[src/rtl/fft_bank_sched_pkg.sv]
// Shared types, sizes and index-mapping helpers for the 4-bank in-place FFT scheduler.
package fft_pkg;

  localparam int unsigned IDX_W  = 10;
  localparam int unsigned ADDR_W = IDX_W - 2;
  localparam int unsigned STAGES = IDX_W / 2;
  localparam int unsigned NPTS   = 1 << IDX_W;
  localparam int unsigned NBF    = NPTS / 4;

  typedef enum logic [2:0] {
    CS_IDLE   = 3'b000,
    CS_LOAD   = 3'b001,
    CS_CALC   = 3'b010,
    CS_UNLOAD = 3'b011,
    CS_DONE   = 3'b100
  } cs_e;

  typedef enum logic [1:0] {
    SUB_RD = 2'd0,
    SUB_WT = 2'd1,
    SUB_WR = 2'd2
  } sub_e;

  // One operand's location in the banked memory.
  typedef struct packed {
    logic [1:0]        sel;
    logic [ADDR_W-1:0] addr;
  } bank_ref_t;

  // Base-4 digit sum mod 4: the four operands of a butterfly differ in exactly one digit.
  function automatic logic [1:0] bank_of(input logic [IDX_W-1:0] n);
    logic [1:0] acc;
    acc = 2'd0;
    for (int unsigned d = 0; d < STAGES; d++) begin
      acc = acc + n[2*d +: 2];
    end
    return acc;
  endfunction

  function automatic logic [IDX_W-1:0] digit_rev(input logic [IDX_W-1:0] j);
    logic [IDX_W-1:0] r;
    r = '0;
    for (int unsigned d = 0; d < STAGES; d++) begin
      r[2*d +: 2] = j[2*(STAGES-1-d) +: 2];
    end
    return r;
  endfunction

endpackage

[src/rtl/fft_bank_sched_if.sv]
// Control/address bundle between the FFT scheduler and the bank routing / butterfly datapath.
interface fft_bank_sched_if;
  import fft_pkg::*;

  logic              start;
  logic              in_valid;
  logic              out_ready;
  logic [2:0]        cs;
  logic [ADDR_W-1:0] cnt;
  logic [1:0]        A_sel;
  logic [1:0]        B_sel;
  logic [1:0]        C_sel;
  logic [1:0]        D_sel;
  logic [ADDR_W-1:0] Q0_addr;
  logic [ADDR_W-1:0] Q1_addr;
  logic [ADDR_W-1:0] Q2_addr;
  logic [ADDR_W-1:0] Q3_addr;
  logic              ready;
  logic              op_wr;
  logic [IDX_W-1:0]  tw_exp;
  logic [2:0]        stage;
  logic              busy;
  logic              done;

  modport master (
    output start, in_valid, out_ready,
    input  cs, cnt, A_sel, B_sel, C_sel, D_sel,
           Q0_addr, Q1_addr, Q2_addr, Q3_addr,
           ready, op_wr, tw_exp, stage, busy, done
  );

  modport slave (
    input  start, in_valid, out_ready,
    output cs, cnt, A_sel, B_sel, C_sel, D_sel,
           Q0_addr, Q1_addr, Q2_addr, Q3_addr,
           ready, op_wr, tw_exp, stage, busy, done
  );

endinterface

[src/rtl/fft_bank_sched_bf_addr_gen.sv]
// Combinational (stage, butterfly) -> four (bank, addr) operands plus twiddle exponent.
// lin_en_i overrides operand 0 with a plain sample index for load/unload.
module fft_bf_addr_gen
  import fft_pkg::*;
(
  input  logic [2:0]             stage_i,
  input  logic [ADDR_W-1:0]      bf_i,
  input  logic                   lin_en_i,
  input  logic [IDX_W-1:0]       lin_idx_i,
  output bank_ref_t [3:0]        ref_o,
  output logic [IDX_W-1:0]       tw_exp_o
);

  logic [2:0]                p;
  logic [3:0]                sh_p;
  logic [3:0]                sh_s;
  logic [IDX_W-1:0]          mask;
  logic [IDX_W-1:0]          bf_ext;
  logic [IDX_W-1:0]          base;
  logic [3:0][IDX_W-1:0]     n_k;

  // Insert a zero digit at position p; operands then fill that digit with 0..3.
  always_comb begin
    p        = 3'(STAGES - 1) - stage_i;
    sh_p     = {p, 1'b0};
    sh_s     = {stage_i, 1'b0};
    bf_ext   = IDX_W'(bf_i);
    mask     = (IDX_W'(1) << sh_p) - IDX_W'(1);
    base     = ((bf_ext & ~mask) << 2) | (bf_ext & mask);
    tw_exp_o = (bf_ext & mask) << sh_s;
    for (int k = 0; k < 4; k++) begin
      n_k[k] = base | (IDX_W'(k) << sh_p);
    end
    if (lin_en_i) begin
      n_k[0] = lin_idx_i;
    end
    for (int k = 0; k < 4; k++) begin
      ref_o[k].sel  = bank_of(n_k[k]);
      ref_o[k].addr = n_k[k][IDX_W-1:2];
    end
  end

endmodule

[src/rtl/fft_bank_sched.sv]
// Stage/butterfly scheduler for the 4-bank in-place FFT memory (load, radix-4 passes, unload).
// Define FFT_SCHED_DIGITREV_EN to unload in digit-reversed (natural frequency) order.
module fft_bank_sched
  import fft_pkg::*;
#(
  parameter int unsigned BF_LAT = 3
) (
  input  logic             clk,
  input  logic             rst,
  fft_bank_sched_if.slave  io
);

  localparam int unsigned      WT_W    = (BF_LAT > 2) ? $clog2(BF_LAT) : 1;
  localparam logic [WT_W-1:0]  WT_LAST = WT_W'((BF_LAT > 1) ? (BF_LAT - 2) : 0);

  cs_e                 cs_q, cs_d;
  sub_e                sub_q, sub_d;
  logic [WT_W-1:0]     wt_q, wt_d;
  logic [2:0]          stage_q, stage_d;
  logic [IDX_W-1:0]    idx_q, idx_d;

  bank_ref_t [3:0]     ref_q, ref_d;
  logic [ADDR_W-1:0]   cnt_q, cnt_d;
  logic [IDX_W-1:0]    tw_exp_q, tw_exp_d;
  logic                ready_q, ready_d;
  logic                op_wr_q, op_wr_d;
  logic                busy_q, busy_d;
  logic                done_q, done_d;

  logic                lin_en;
  logic [IDX_W-1:0]    lin_idx;
  bank_ref_t [3:0]     gen_ref;
  logic [IDX_W-1:0]    gen_tw;

  logic                last_idx;
  logic                last_bf;
  logic                last_stage;

  assign last_idx   = (idx_q == IDX_W'(NPTS - 1));
  assign last_bf    = (idx_q[ADDR_W-1:0] == ADDR_W'(NBF - 1));
  assign last_stage = (stage_q == 3'(STAGES - 1));

  // Phase / substate sequencing; idx holds i (LOAD), b (CALC) or j (UNLOAD).
  always_comb begin
    cs_d    = cs_q;
    sub_d   = sub_q;
    wt_d    = wt_q;
    stage_d = stage_q;
    idx_d   = idx_q;
    unique case (cs_q)
      CS_IDLE: begin
        sub_d   = SUB_RD;
        wt_d    = '0;
        stage_d = '0;
        idx_d   = '0;
        if (io.start) begin
          cs_d = CS_LOAD;
        end
      end
      CS_LOAD: begin
        if (io.in_valid) begin
          if (last_idx) begin
            cs_d    = CS_CALC;
            sub_d   = SUB_RD;
            stage_d = '0;
            idx_d   = '0;
          end else begin
            idx_d = idx_q + IDX_W'(1);
          end
        end
      end
      CS_CALC: begin
        case (sub_q)
          SUB_RD: begin
            if (BF_LAT > 1) begin
              sub_d = SUB_WT;
              wt_d  = WT_LAST;
            end else begin
              sub_d = SUB_WR;
            end
          end
          SUB_WT: begin
            if (wt_q == '0) begin
              sub_d = SUB_WR;
            end else begin
              wt_d = wt_q - WT_W'(1);
            end
          end
          SUB_WR: begin
            sub_d = SUB_RD;
            if (last_bf) begin
              idx_d = '0;
              if (last_stage) begin
                cs_d    = CS_UNLOAD;
                stage_d = '0;
              end else begin
                stage_d = stage_q + 3'd1;
              end
            end else begin
              idx_d = idx_q + IDX_W'(1);
            end
          end
          default: sub_d = SUB_RD;
        endcase
      end
      CS_UNLOAD: begin
        if (io.out_ready) begin
          if (last_idx) begin
            cs_d  = CS_DONE;
            idx_d = '0;
          end else begin
            idx_d = idx_q + IDX_W'(1);
          end
        end
      end
      CS_DONE: begin
        cs_d = CS_IDLE;
      end
      default: cs_d = CS_IDLE;
    endcase
  end

  // Address generator looks at next state so that the output flops line up with cs_q.
  always_comb begin
    lin_en = (cs_d == CS_LOAD) || (cs_d == CS_UNLOAD);
`ifdef FFT_SCHED_DIGITREV_EN
    lin_idx = (cs_d == CS_UNLOAD) ? digit_rev(idx_d) : idx_d;
`else
    lin_idx = idx_d;
`endif
  end

  fft_bf_addr_gen u_addr_gen (
    .stage_i   (stage_d),
    .bf_i      (idx_d[ADDR_W-1:0]),
    .lin_en_i  (lin_en),
    .lin_idx_i (lin_idx),
    .ref_o     (gen_ref),
    .tw_exp_o  (gen_tw)
  );

  always_comb begin
    ref_d    = '0;
    cnt_d    = '0;
    tw_exp_d = '0;
    ready_d  = (cs_d == CS_CALC) && (sub_d == SUB_RD);
    op_wr_d  = (cs_d == CS_CALC) && (sub_d == SUB_WR);
    busy_d   = (cs_d != CS_IDLE);
    done_d   = (cs_d == CS_DONE);
    case (cs_d)
      CS_CALC: begin
        ref_d    = gen_ref;
        tw_exp_d = gen_tw;
      end
      CS_LOAD, CS_UNLOAD: begin
        ref_d[0] = gen_ref[0];
        cnt_d    = gen_ref[0].addr;
      end
      default: ;
    endcase
  end

  always_ff @(posedge clk or posedge rst) begin
    if (rst) begin
      cs_q     <= CS_IDLE;
      sub_q    <= SUB_RD;
      wt_q     <= '0;
      stage_q  <= '0;
      idx_q    <= '0;
      ref_q    <= '0;
      cnt_q    <= '0;
      tw_exp_q <= '0;
      ready_q  <= 1'b0;
      op_wr_q  <= 1'b0;
      busy_q   <= 1'b0;
      done_q   <= 1'b0;
    end else begin
      cs_q     <= cs_d;
      sub_q    <= sub_d;
      wt_q     <= wt_d;
      stage_q  <= stage_d;
      idx_q    <= idx_d;
      ref_q    <= ref_d;
      cnt_q    <= cnt_d;
      tw_exp_q <= tw_exp_d;
      ready_q  <= ready_d;
      op_wr_q  <= op_wr_d;
      busy_q   <= busy_d;
      done_q   <= done_d;
    end
  end

  assign io.cs      = cs_q;
  assign io.cnt     = cnt_q;
  assign io.A_sel   = ref_q[0].sel;
  assign io.B_sel   = ref_q[1].sel;
  assign io.C_sel   = ref_q[2].sel;
  assign io.D_sel   = ref_q[3].sel;
  assign io.Q0_addr = ref_q[0].addr;
  assign io.Q1_addr = ref_q[1].addr;
  assign io.Q2_addr = ref_q[2].addr;
  assign io.Q3_addr = ref_q[3].addr;
  assign io.tw_exp  = tw_exp_q;
  assign io.stage   = stage_q;
  assign io.busy    = busy_q;
  assign io.done    = done_q;

  // Sample writes and result reads must strobe in the same cycle as their handshake input.
  assign io.op_wr = op_wr_q | ((cs_q == CS_LOAD) & io.in_valid);
  assign io.ready = ready_q | ((cs_q == CS_UNLOAD) & io.out_ready);

endmodule

[src/flat_wrapper.sv]
// flat-port wrapper written by rule: the top's interface ports become plain ports
module fft_bank_sched_flat import fft_pkg::*;
#(
  parameter int unsigned BF_LAT = 3
)
  (clk, rst, io_start, io_in_valid, io_out_ready, io_cs, io_cnt, io_A_sel, io_B_sel, io_C_sel, io_D_sel, io_Q0_addr, io_Q1_addr, io_Q2_addr, io_Q3_addr, io_ready, io_op_wr, io_tw_exp, io_stage, io_busy, io_done);
  fft_bank_sched_if io_i ();
  input  logic clk;
  input  logic rst;
  input wire logic [$bits(io_i.start)-1:0] io_start;
  input wire logic [$bits(io_i.in_valid)-1:0] io_in_valid;
  input wire logic [$bits(io_i.out_ready)-1:0] io_out_ready;
  output wire logic [$bits(io_i.cs)-1:0] io_cs;
  output wire logic [$bits(io_i.cnt)-1:0] io_cnt;
  output wire logic [$bits(io_i.A_sel)-1:0] io_A_sel;
  output wire logic [$bits(io_i.B_sel)-1:0] io_B_sel;
  output wire logic [$bits(io_i.C_sel)-1:0] io_C_sel;
  output wire logic [$bits(io_i.D_sel)-1:0] io_D_sel;
  output wire logic [$bits(io_i.Q0_addr)-1:0] io_Q0_addr;
  output wire logic [$bits(io_i.Q1_addr)-1:0] io_Q1_addr;
  output wire logic [$bits(io_i.Q2_addr)-1:0] io_Q2_addr;
  output wire logic [$bits(io_i.Q3_addr)-1:0] io_Q3_addr;
  output wire logic [$bits(io_i.ready)-1:0] io_ready;
  output wire logic [$bits(io_i.op_wr)-1:0] io_op_wr;
  output wire logic [$bits(io_i.tw_exp)-1:0] io_tw_exp;
  output wire logic [$bits(io_i.stage)-1:0] io_stage;
  output wire logic [$bits(io_i.busy)-1:0] io_busy;
  output wire logic [$bits(io_i.done)-1:0] io_done;
  assign io_i.start = io_start;
  assign io_i.in_valid = io_in_valid;
  assign io_i.out_ready = io_out_ready;
  assign io_cs = io_i.cs;
  assign io_cnt = io_i.cnt;
  assign io_A_sel = io_i.A_sel;
  assign io_B_sel = io_i.B_sel;
  assign io_C_sel = io_i.C_sel;
  assign io_D_sel = io_i.D_sel;
  assign io_Q0_addr = io_i.Q0_addr;
  assign io_Q1_addr = io_i.Q1_addr;
  assign io_Q2_addr = io_i.Q2_addr;
  assign io_Q3_addr = io_i.Q3_addr;
  assign io_ready = io_i.ready;
  assign io_op_wr = io_i.op_wr;
  assign io_tw_exp = io_i.tw_exp;
  assign io_stage = io_i.stage;
  assign io_busy = io_i.busy;
  assign io_done = io_i.done;
  fft_bank_sched #(.BF_LAT(BF_LAT)) u_core (.clk(clk), .rst(rst), .io(io_i));
endmodule
[config.mk]
export PLATFORM = sky130hd
export DESIGN_NAME = fft_bank_sched_flat
export DESIGN_NICKNAME = d
export VERILOG_FILES = /design/src/rtl/fft_bank_sched_pkg.sv /design/src/rtl/fft_bank_sched_if.sv /design/src/rtl/fft_bank_sched_bf_addr_gen.sv /design/src/rtl/fft_bank_sched.sv /design/src/flat_wrapper.sv
export SDC_FILE = /design/constraint.sdc
export NUM_CORES = 1
export LEC_CHECK = 0
export BUFFER_PORTS_ARGS = -buffer_cell sky130_fd_sc_hd__clkbuf_2
export CORE_UTILIZATION = 50
export CTS_CLUSTER_SIZE = 40
export DETAILED_ROUTE_END_ITERATION = 12
export PLACE_DENSITY = 0.72
export SYNTH_ARGS = -nofsm -noshare
export SYNTH_HDL_FRONTEND = slang
export SYNTH_SLANG_ARGS = --single-unit
[constraint.sdc]
create_clock -name clk -period 8.9 [get_ports clk]
set_input_delay 1.335 -clock clk [delete_from_list [all_inputs] [get_ports clk]]
set_output_delay 1.335 -clock clk [all_outputs]
set_load 0.005 [all_outputs]
* Word-level counts from Yosys, hierarchy flattened
Cells that the tools add are included.
** Storage, ports and cells
- Word-level logic and storage cells :: 118
- Bits in registers :: 82
- Bits of input ports :: 5
** Cells by class
- Reductions and logical operators :: 12
- Mux-type cells :: 34
- Shifts and indexed selects :: 5
- Add/subtract/negate cells :: 21
- Bitwise operators :: 12
- Eq/ne operators :: 15
** Operators by type and width (count)
- 10-bit 2-to-1 mux :: 8
- 10-bit OR :: 5
- 10-bit one-hot mux with 4 select lines :: 1
- 3-bit 2-to-1 mux :: 13
- 2-bit adder :: 16
- 30-bit 2-to-1 mux :: 1
- 1-bit by 4-bit << shifter with 10-bit output (first input constant) :: 2
- 2-bit by 4-bit << shifter with 10-bit output (first input constant) :: 2
- 3-bit by 2-bit == test with 1-bit output (second input constant) :: 4
- 2-bit one-hot mux with 2 select lines :: 3
- 3-bit one-hot mux with 4 select lines :: 1
- 10-bit by 1-bit adder with 10-bit output (second input constant) :: 1
- 8-bit by 10-bit AND with 10-bit output :: 1
- 10-bit == test (second input constant) :: 1
- 10-bit by 4-bit << shifter with 10-bit output :: 1
- 10-bit by 2-bit subtractor with 10-bit output (second input constant) :: 1
- 3-bit one-hot mux with 3 select lines :: 1
- 8-bit AND :: 1
- 8-bit == test (second input constant) :: 1
- 2-bit 2-to-1 mux :: 4
- 8-bit 2-to-1 mux :: 1
- 8-bit NOT :: 1
- 3-bit by 1-bit == test with 1-bit output (second input constant) :: 2
- 3-bit == test (second input constant) :: 2
- 18 further kinds :: 25

* Depth between registers and ports, before layout
- Depth after elaboration :: 18
- Gate-level depth with buffers :: 27

* Modules after synthesis
A second synthesis with hierarchy kept.
** Unflattened totals
- Cells, all modules :: 499
- Area, all modules :: 4663.2 µm²
** Modules (own cells, without submodules)
- fft_bank_sched :: sequential area each 2052.0 µm², area an instance 3363.2 µm², instances 1, cells each 317
- fft_bf_addr_gen :: sequential area each 0.0 µm², area an instance 1300.0 µm², instances 1, cells each 182

* Worst setup path after synthesis
No wires, ideal clock.
- Kind :: input to register
- From :: input port io_in_valid
- To :: register u_core.ref_q, in the netlist u_core.io.C_sel[1]
- Buffers on the path :: 2
- Library setup time :: 0.072 ns
- Setup slack :: 2.895 ns
- Arrival time :: 5.933 ns
- Required time :: 8.828 ns
- Stages :: 24
- Path through :: nor2b_1 nand2_1 o22a_4 a221oi_4 inv_2 nor3_4 buf_6 inv_2 ha_1 clkbuf_1 xnor2_1 nor2_1 a21oi_1 fa_1 inv_1 xnor2_1 ha_1 xnor2_1 ha_1 or2_2 o221ai_1 xnor2_1 xnor3_1 nor2_1
** RTL lines
- from (decl) :: RTL line flat_wrapper.sv:11 : input wire logic [$bits(io_i.in_valid)-1:0] io_in_valid;
- to (signal assigned) :: RTL line fft_bank_sched.sv:183 : ref_q <= ref_d;
- to (decl) :: RTL line fft_bank_sched.sv:22 : bank_ref_t [3:0] ref_q, ref_d;

==> results.json <==
{
  "area_delta_synth_final_pct": 13.07,
  "routed_via_density": 5.830,
  "core-area_sq_um": 8258,
  "die_area_sq_um": 8953,
  "grt_start_max_net_pins": 75,
  "power_switching_share_pct": 34.33,
  "postRouteAntennaNets": 0,
  "drt_iter0_drc": 299,
  "ys_warn_count": 0,
  "rows": 33,
  "cp_data_arrival_time_ps": 7170,
  "synth.largest_area_cell": "dfrtp_1",
  "power_switching_uw": 328.4,
  "combPwrFrac_pct": 31.7,
  "clock_skew_ps": 6.697,
  "grt-ovfl-total": 0,
  "antenna_found_initial": 0,
  "root_buffer": "clkbuf_8",
  "dieWidth_um": 94.62,
  "wl_um": 10640,
  "clock_sinks": 74,
  "wl_per_cell_um": 17.52,
  "drt_pass1_iterations": 5,
  "p_seq_share_pct": 38.9,
  "final.min_clock_period_ps": 6886,
  "start_util_pct": 51.94,
  "clk_latency_ps": 360,
  "startpoint_type": "flop",
  "htreeDepth": 3,
  "end_kind": "flop",
  "drc": 0,
  "synth_seq_cells": 74,
  "grt_setup_unrepaired": "no",
  "hold_slack_ps": 558.9,
  "status": "finished, final reports clean",
  "synth_cells": 440,
  "synth_area_per_cell_sq_um": 9.748,
  "finalMaxSlewViolations": 0,
  "power.internal_uw": 628.3,
  "nets": 519,
  "cp.required_ps": 9180,
  "worstHoldPathType": "reg -> reg",
  "yosys-top-cells-area": "dfrtp_1 (43%), nor2_1 (4.6%), fa_1 (4.2%), a21oi_1 (3.2%), xnor2_1 (2.9%)",
  "ir_worst_vdd_mv": 0.1063,
  "io_buffers": 72,
  "p_leak_uw": 0.002319,
  "worstSetupPathType": "reg -> reg",
  "setup_slack_ps": 2014,
  "cap_violations": 0,
  "cts-resized-gates": 0,
  "synth_area_sq_um": 4289,
  "grt_pass1_vias": 3312,
  "die_h_um": 94.62,
  "clk_path_buf_depth": 2,
  "async_flop_share_pct": 100.0,
  "hold_viol": 0,
  "synth_cell_type_count": 74,
  "synth.top_cells.by_count": "dfrtp_1 (74), nor2_1 (52), a21oi_1 (27), nand2_1 (27), o21ai_0 (24)",
  "via_count": 3539,
  "hpwl_um": 7536,
  "synthFlopType": "dfrtp_1",
  "antennaDiodeCount": 0,
  "crit_fanout": 16,
  "hold_buffers": 0,
  "utilization_pct": 58.73,
  "syn_nets": 462,
  "detailedPlace.worstSlack_ps": 1798,
  "grt_use_total_pct": 25.68,
  "relSlewSlack_pct": 27.65,
  "powerDensity_nw_per_um2": 197.3,
  "clkSlewWorstSetupHoldPaths_ps": 80,
  "cts_buffers": 9,
  "io_pins": 73,
  "power_uw": 956.8,
  "finalSetupTns_ps": 0,
  "netlist.area_leader.share_pct": 43.17,
  "synth-edff-count": 0,
  "cts_tree": "done",
  "finalSetupViolCount": 0,
  "period_share_pct": 77.37,
  "yosysSeqAreaShare_pct": 43.17,
  "place_congestion": 0.8674,
  "grt_pass1_wl_um": 17200,
  "drive_gt1_share_pct": 24.30,
  "post_cts_buffers": 0,
  "clockPowerShare_pct": 29.3,
  "tightest_slew_ps": 1085,
  "yosysMostFrequentCell": "dfrtp_1",
  "max_freq_mhz": 145.2
}
==> through the flow <==
stage | cell area, sq um | cells
6_report | 4850 | 607
5_1_grt | 4850 | 607
4_1_cts | 4850 | 607
3_5_place_dp | 4642 | 591
3_3_place_gp | 4642 | 591
2_1_floorplan | 4289 | 440
==> sequential cells by signal, summed over array words and instances (netlist names), 3 cells and up <==
register and cells:
u_core.idx_q 10, u_core.io.Q0_addr 8, u_core.io.Q1_addr 8, u_core.io.Q2_addr 8
u_core.io.cnt 8, u_core.io.cs 3, u_core.io.stage 3, u_core.io.tw_exp 10
==> cells in the final DEF (no fill, tap or decap), drive strengths merged, types with 6 or more instances in the layout <==
cell type	instances
xnor2	14
fa	9
nor2b	11
o21ai	27
and2	9
dfrtp	74
nor2	52
a211oi	7
nand3	12
nand2b	7
clkbuf	81
a21oi	30
nand2	29
ha	8
nor3	13
o22ai	6
inv	24
==> power groups by stage <==
| stage | clock, uW | sequential [uW] | combinational (uW) |
|---|---|---|---|
| after floorplan | 0 | 377 | 231 |
| after global placement | 0 | 379 | 288 |
| after detailed placement | 0 | 379 | 300 |
| after CTS | 285 | 372 | 303 |
| after global routing | 298 | 375 | 339 |
| final | 281 | 372 | 304 |
==> worst paths after layout <==
| kind | end | depth (start not counted) | start | slack (ps) |
|---|---|---|---|---|
| setup / recovery | u_core.io.C_sel[1] | 23 | u_core.idx_q[0] | 2010 |
| min in group asynchronous | u_core.io.cnt[7] | 3 | rst | 1230 |
| hold reg to reg | u_core.op_wr_q | 1 | u_core.sub_q[1] | 560 |
| hold / removal | u_core.op_wr_q | 1 | u_core.sub_q[1] | 560 |
| setup reg to reg | u_core.io.C_sel[1] | 23 | u_core.idx_q[0] | 2010 |
| max in group asynchronous | u_core.io.D_sel[0] | 3 | rst | 7080 |
==> final cells by class <==
class / instances / area (sq um)
fill: 745 / 3408
multi-input combinational: 317 / 2198
sequential: 74 / 1852
timing repair buffer: 75 / 382.9
tap: 105 / 131.4
clock buffer: 9 / 123.9
clock inverter: 7 / 83.83
inverter: 20 / 77.57
==> logic make-up after synthesis <==
group / count (synthesis) / synth area share [%]
fa+ha+maj: 17 / 6.534
xor+xnor: 19 / 4.201
mux: 6 / 1.429
flops: 74 / 43.17
buf+inv: 49 / 5.718
compound gates: 120 / 20.45
simple gates: 155 / 18.50
==> metal layers <==
layer / vias up / track usage, % / routed length, um
met3: 21 / 3.945 / 691
li1: 1667 / - / -
met1: 1698 / 36.54 / 4746
met5: - / 0 / 0
met4: 0 / 12.63 / 317
met2: 153 / 38.13 / 4882
==> worst max-delay path, cell delays in order, from the launching register on <==
cell      delay (ps)
dfrtp_1          440
ha_1             240
and3_1           370
nand3_2          290
o22a_4           320
a221oi_4         560
inv_2            260
nor3_4           470
inv_2            130
ha_1             390
xnor2_1          280
nor2_1            90
a21oi_1          420
fa_1             490
inv_1            150
xnor2_1          150
ha_1             290
xnor2_1          150
ha_1             220
or2_2            290
o221ai_1         220
xnor2_1          170
xnor3_1          320
nor2_1            90
(Power assumes the default switching activity.)
